[src/rtl/vram_wb_slave.sv]
// Wishbone slave that maps a 32-bit frame-buffer window onto a synchronous single-port RAM.
// Optional sequential read prefetch is enabled by defining VRAM_PREFETCH_EN.
module vram_wb_slave #(
  parameter logic [31:0] VRAM_BASE = 32'hf80000,
  parameter int          DEPTH     = 76800,
  parameter int          AW        = 17
) (
  input  logic          wb_clk_i,
  input  logic          wb_rst_i,
  input  logic          wb_cyc_i,
  input  logic          wb_stb_i,
  input  logic          wb_we_i,
  input  logic [3:0]    wb_sel_i,
  input  logic [31:0]   wb_adr_i,
  input  logic [31:0]   wb_dat_i,
  output logic [31:0]   wb_dat_o,
  output logic          wb_ack_o,
  output logic          wb_err_o,
  output logic          wb_rty_o,
  output logic          mem_en_o,
  output logic [3:0]    mem_we_o,
  output logic [AW-1:0] mem_adr_o,
  output logic [31:0]   mem_dat_o,
  input  logic [31:0]   mem_dat_i
);

  typedef enum logic [1:0] {IDLE, RD_WAIT, ACK, ERR} state_t;

  localparam logic [31:0] WIN_END = VRAM_BASE + 32'(4 * DEPTH);

  state_t        state_q, state_d;
  logic          ack_q, ack_d;
  logic          err_q, err_d;
  logic [31:0]   dat_q, dat_d;
  logic [31:0]   offset;
  logic [AW-1:0] idx;
  logic          req, hit;
  logic          mem_en;
  logic [3:0]    mem_we;
  logic [AW-1:0] mem_adr;
`ifdef VRAM_PREFETCH_EN
  logic          pf_valid_q, pf_valid_d;
  logic [AW-1:0] pf_adr_q, pf_adr_d;
  logic [31:0]   pf_data_q, pf_data_d;
  logic          pf_fresh_q, pf_fresh_d;
  logic          rd_q, rd_d;
  logic [AW-1:0] rd_idx_q, rd_idx_d;
`endif

  assign offset = wb_adr_i - VRAM_BASE;
  assign idx    = AW'(offset >> 2);
  assign req    = wb_cyc_i & wb_stb_i;
  assign hit    = (wb_adr_i >= VRAM_BASE) && (wb_adr_i < WIN_END);

  always_comb begin
    state_d = state_q;
    ack_d   = 1'b0;
    err_d   = 1'b0;
    dat_d   = dat_q;
    mem_en  = 1'b0;
    mem_we  = 4'b0000;
    mem_adr = idx;
`ifdef VRAM_PREFETCH_EN
    pf_valid_d = pf_valid_q;
    pf_adr_d   = pf_adr_q;
    // The prefetched word is on mem_dat_i exactly one cycle after its issue.
    pf_data_d  = pf_fresh_q ? mem_dat_i : pf_data_q;
    pf_fresh_d = 1'b0;
    rd_d       = rd_q;
    rd_idx_d   = rd_idx_q;
`endif
    case (state_q)
      IDLE: begin
        if (req) begin
          if (!hit) begin
            state_d = ERR;
            err_d   = 1'b1;
`ifdef VRAM_PREFETCH_EN
            pf_valid_d = 1'b0;
`endif
          end else if (wb_we_i) begin
            mem_en  = 1'b1;
            mem_we  = wb_sel_i;
            state_d = ACK;
            ack_d   = 1'b1;
`ifdef VRAM_PREFETCH_EN
            pf_valid_d = 1'b0;
            rd_d       = 1'b0;
`endif
          end else begin
`ifdef VRAM_PREFETCH_EN
            rd_d     = 1'b1;
            rd_idx_d = idx;
            if (pf_valid_q && (idx == pf_adr_q)) begin
              dat_d   = pf_fresh_q ? mem_dat_i : pf_data_q;
              state_d = ACK;
              ack_d   = 1'b1;
            end else begin
              mem_en     = 1'b1;
              state_d    = RD_WAIT;
              pf_valid_d = 1'b0;
            end
`else
            mem_en  = 1'b1;
            state_d = RD_WAIT;
`endif
          end
        end
      end
      RD_WAIT: begin
        if (!wb_cyc_i) begin
          state_d = IDLE;
        end else begin
          dat_d   = mem_dat_i;
          state_d = ACK;
          ack_d   = 1'b1;
        end
      end
      ACK: begin
        state_d = IDLE;
`ifdef VRAM_PREFETCH_EN
        // Fetch the next sequential word while the master consumes this one.
        if (rd_q && (rd_idx_q < AW'(DEPTH - 1))) begin
          mem_en     = 1'b1;
          mem_adr    = rd_idx_q + AW'(1);
          pf_valid_d = 1'b1;
          pf_adr_d   = rd_idx_q + AW'(1);
          pf_fresh_d = 1'b1;
        end
`endif
      end
      default: state_d = IDLE;
    endcase
  end

  always_ff @(posedge wb_clk_i or negedge wb_rst_i) begin
    if (!wb_rst_i) begin
      state_q <= IDLE;
      ack_q   <= 1'b0;
      err_q   <= 1'b0;
      dat_q   <= '0;
`ifdef VRAM_PREFETCH_EN
      pf_valid_q <= 1'b0;
      pf_adr_q   <= '0;
      pf_data_q  <= '0;
      pf_fresh_q <= 1'b0;
      rd_q       <= 1'b0;
      rd_idx_q   <= '0;
`endif
    end else begin
      state_q <= state_d;
      ack_q   <= ack_d;
      err_q   <= err_d;
      dat_q   <= dat_d;
`ifdef VRAM_PREFETCH_EN
      pf_valid_q <= pf_valid_d;
      pf_adr_q   <= pf_adr_d;
      pf_data_q  <= pf_data_d;
      pf_fresh_q <= pf_fresh_d;
      rd_q       <= rd_d;
      rd_idx_q   <= rd_idx_d;
`endif
    end
  end

  // RAM strobes are gated so reset silences them even with a request on the bus.
  assign mem_en_o  = mem_en & wb_rst_i;
  assign mem_we_o  = mem_we & {4{wb_rst_i}};
  assign mem_adr_o = mem_adr;
  assign mem_dat_o = wb_dat_i;
  assign wb_dat_o  = dat_q;
  assign wb_ack_o  = ack_q;
  assign wb_err_o  = err_q;
  assign wb_rty_o  = 1'b0;

endmodule
[config.mk]
export PLATFORM = sky130hd
export DESIGN_NAME = vram_wb_slave
export DESIGN_NICKNAME = d
export VERILOG_FILES = /design/src/rtl/vram_wb_slave.sv
export SDC_FILE = /design/constraint.sdc
export NUM_CORES = 1
export LEC_CHECK = 0
export BUFFER_PORTS_ARGS = -buffer_cell sky130_fd_sc_hd__buf_2
export CORE_MARGIN = 4
export CORE_UTILIZATION = 38
export CTS_CLUSTER_SIZE = 30
export DETAILED_ROUTE_END_ITERATION = 10
export GPL_ROUTABILITY_DRIVEN = 1
export PLACE_DENSITY = 0.87
export SYNTH_ARGS = -nofsm -noshare
export SYNTH_HDL_FRONTEND = slang
export SYNTH_SLANG_ARGS = --single-unit
export TNS_END_PERCENT = 100
[constraint.sdc]
create_clock -name wb_clk_i -period 4.2 [get_ports wb_clk_i]
set_clock_uncertainty 0.15 [all_clocks]
set_input_delay 0.42 -clock wb_clk_i [delete_from_list [all_inputs] [get_ports wb_clk_i]]
set_output_delay 0.42 -clock wb_clk_i [all_outputs]
set_load 0.05 [all_outputs]
Yosys cells after proc, flatten, opt, wreduce, memory -nomap -nowiden
Cells that the tools add are included.
- input bits: 105
- bits in registers: 36
- output and inout port bits: 89
- bitwise gates (word level): 3
- multiplexer cells: 20
- equality and inequality tests: 2
- add/sub/neg operators: 1
- magnitude comparators: 2
- reduce and logical (&&, ||, !) cells: 3
- operators by type and width (cell ; count):
    >= comparator 32 x 24 -> 1 bit, second input constant ; 1
    < comparator 32 x 24 -> 1 bit, second input constant ; 1
    subtractor 19 x 1 -> 19 bit, second input constant ; 1
    2-to-1 mux 4 bit ; 4
    2-to-1 mux 1 bit ; 10
    2-to-1 mux 2 bit ; 4
    bitwise AND 4 bit ; 1
    one-hot mux 2 bit (2 select lines) ; 1
    bitwise AND 1 bit ; 2
    equality test 2 x 1 -> 1 bit, second input constant ; 1
    logical NOT 2 bit ; 1
    inequality test 2 bit, second input constant ; 1
    one-hot mux 1 bit (2 select lines) ; 1
    AND reduction 2 bit ; 1
    logical AND 1 bit ; 1

Logic depth before layout (Yosys ltp)
- word-level depth: 6
- depth in mapped cells: 4
- mapped depth without buffers: 4

Worst setup path before layout
Ideal clock, no wire load.
- path kind: input to output
- start point: in wb_adr_i[29]
- end point: out mem_we_o[0]
- setup slack: 2016 ps
- data arrival time: 1614 ps
- path buffers: 0
- stages: 4
- cell sequence: nor4_2 > nand4_1 > nor3_2 > and4_1
- cells in the longest elaborated chain, start to end: 6
- elaborated cells on any way between the ends: 7
- those cells by class: 2 x order compare; 3 x mux; 1 x bitwise; 1 x reduce/logical
- ends and longest elaborated chain (element ; RTL line ; RTL):
    start: declaration ; 14 ; input logic [31:0] wb_adr_i,
    >= comparator 32 x 24 -> 1 bit or < comparator 32 x 24 -> 1 bit (tied branches) ; 53 ; assign hit = (wb_adr_i >= VRAM_BASE) && (wb_adr_i < WIN_END);
    logical AND 1 bit (*) ; 53 ;
    2-to-1 mux 4 bit (*) ; 75 ; if (!hit) begin
    2-to-1 mux 4 bit (*) ; 74 ; if (req) begin
    2-to-1 mux 4 bit (*) ; 72 ; case (state_q)
    bitwise AND 4 bit (*) ; 168 ; assign mem_we_o = mem_we & {4{wb_rst_i}};
    end: declaration ; 21 ; output logic [3:0] mem_we_o,
Mark *: on every way between the ends. The rest lies on a longest branch, timed or not.

Worst setup path after layout
- start point: reg state_q[1]
- end point: out mem_we_o[0]
- cells in the longest elaborated chain, start to end: 3
- ends and longest elaborated chain (element ; RTL line ; RTL):
    start: declaration ; 31 ; state_t state_q, state_d;
    start signal: assignment ; 151 ; state_q <= state_d;
    logical NOT 2 bit ; 72 ;
    2-to-1 mux 4 bit ; 72 ;
    bitwise AND 4 bit ; 168 ;
Every way passes these cells.

==> run metrics <==
status=complete, no violations; clk buf depth=2; DIE AREA=between 5000 and 6000 sq um; Starting DRT DRC Count=5; R2R setup slack=2240 ps; CP endpoint kind=output pin; setup violators final=0; synth warn=0; Post-Synthesis Cells=between 100 and 150; all-layer global routing usage=between 10% and 20%; TritonCTS Buffers=5; syn avg cell area=~13 sq um; wire length per cell=between 10 and 15 um; PostCTS Resize Cnt=0; Vias/cell=between 4 and 5; first-pass GRT wire length=approximately 5800 um; final WL=approximately 3500 um; vias post-DR=roughly 1200; 1st-pass router iterations=2; die height=around 77 um; antenna viol nets, final=0; Layout Nets=around 310; share of the synthesized area in the top cell type=49.3%; largest net degree at the start of global routing=42; DRC viols=0; CP max FO=6; Worst-path clk slew=around 70 ps; Synth Area in Adders=0%; worst slew pin tran=561 ps; R2R Path End=wb_dat_o[1]; Top FF cell, synth=dfrtp_1; HP Class=input port to async pin; endpoints failing hold=0; initial core utilization=a little over 40%; reg2reg start=state_q[1]; PwrDens=599 nW/um^2; Mapped Nets=250; number of flops mapped to enable cells by yosys=0; ranking of synthesized cells by area=dfrtp_1 49%, buf_4 21%, mux2_2 20%, and4_1 1.9%, buf_2 0.82%; Design Area, Final=approximately 2100 sq um; RSZ-0062 raised after global routing=no; Synth top cells by count=50 x buf_4, 36 x dfrtp_1, 32 x mux2_2; Remaining Overflow, GRT=0; flops & latches, synth=36; Synth Area in Compound Gates=roughly 2.5%; FMAX=419 MHz; VDD IR max=304 uV; dpl hpwl=between 2000 and 3000 um; IO Pins=between 150 and 200; Post-Synthesis Cell Area=about 1800 sq um; CTS H-tree depth=2; DP Area=slightly above 2000 sq um; Core ar.=around 4500 sq um; FFs w/ async S/R, synth=100%; Period minus WS final=around 2400 ps; initial antenna violation count=0; Skew-Pair Late Insertion Delay=270 ps; maxcap violations=0; largest family of logic cells by synthesized area=buffers and inverters; root buffer cell=clkbuf_8; most frequent cell after synthesis=buf_4; mux cell area share after synthesis=19.7%; Post-Synth Simple-Gate Area=6.85%; num rows=24; layout cell share with drive strength beyond 1=72.1%; WS Path Type=flip-flop to output pin; setup_tns=0 ps; CTS tree=built; top cell type by total area after synthesis=dfrtp_1; fin crit share=56.8%; Seq/Total Area, Yosys=49.3%; Worst Path Arrival=between 1500 and 2000 ps; Post-Synth XOR/XNOR Area=0%; CTS Sinks=36; Synth cell types=23; CTS Hold Buffers Added=0; area grow syn2layout=17.0%; slew margin rel.=62.5%; Horiz. Die Dim=roughly 77 um; Required @ worst endpoint=3630 ps; Post-CTS Setup Bufs=0; Leakage=roughly 1.1 nW; number of diodes=0; Worst Reg-to-Reg Cells=4; GPL Wtd Cong=0.698; startpoint types=flip-flop; Slew Viols, Final=0; I/O Buffers=106; vias in the first global route=between 1000 and 1500; Fin Hold WS=around 43 ps
## power by group
group | switching [W] | total (W) | internal (W)
clock | 0.000109 | 0.000243 | 0.000134
sequential | 0.0000384 | 0.000474 | 0.000436
combinational | 0.000413 | 0.000563 | 0.000150
total | 0.000560 | 0.00128 | 0.000719
## routing by layer
layer	share of wire [%]	vias up	track usage, %
met5	0	-	0
met4	1.9	0	5.52
met3	10	21	4.10
met2	52	74	20.4
met1	36	561	13.0
li1	-	569	-
## cell usage in the layout, fill, tap and decap left out, drive strengths merged
| master | n |
|---|---|
| a211oi | 1 |
| and4bb | 1 |
| nor4 | 1 |
| and2b | 1 |
| nand3b | 1 |
| nand3 | 1 |
| a22o | 1 |
| and4 | 4 |
| nor2 | 3 |
| clkbuf | 8 |
| dfrtp | 36 |
| mux2 | 32 |
| a21boi | 1 |
| conb | 1 |
| nor3 | 1 |
| o31a | 1 |
| and3 | 1 |
| nand4 | 1 |
| o21a | 1 |
| a21oi | 1 |
| buf | 108 |
| and2 | 1 |
| nand2 | 1 |
## metrics by stage
| stage | setup slack (ps) | total power, W | utilization (%) | instances |
|---|---|---|---|---|
| finish | 1810 | 0.00128 | 47.4 | 260 |
| global route | 1630 | 0.00134 | 47.4 | 260 |
| CTS | 1780 | 0.00130 | 47.4 | 260 |
| detailed placement | 1820 | 0.00105 | 45.4 | 252 |
| global placement | 1860 | 0.00104 | 45.4 | 252 |
| floorplan | 2020 | 0.00101 | - | 145 |
## registers in the layout, indices dropped and copies added (netlist names)
register,cells
state_q,2
wb_ack_o,1
wb_dat_o,32
wb_err_o,1
## area by class of cell
cell class	instances	area (sq um)
clock buffer	8	90.1
tap	52	65.1
timing repair buffer	108	546
sequential	36	901
fill	408	2370
multi-input combinational	56	534
## how the worst max path moves through the flow
stage / start / end / depth (start not counted)
2_1_floorplan: wb_adr_i[29] / mem_we_o[0] / 4
3_3_place_gp: wb_adr_i[29] / mem_we_o[0] / 6
3_5_place_dp: wb_adr_i[29] / mem_we_o[0] / 6
4_1_cts: state_q[1] / mem_we_o[0] / 5
5_1_grt: state_q[1] / mem_we_o[1] / 5
6_report: state_q[1] / mem_we_o[0] / 5
## cells by family (layout without fill, tap and decap cells)
group                  count (synthesis)  in the layout
AND/OR/NAND/NOR                       17             17
flip-flops                            36             36
multiplexers                          32             32
other                                  1              1
AO/OA/AOI/OAI                          6              6
buffers and inverters                 53            116
## critical path: stages, from the launching register on
cell and delay (ps):
dfrtp_1 350, and2b_1 250, nand3b_1 140, nor3_2 320
and4_1 230, buf_2 260
Note: power is estimated with default switching activity, not from simulation.
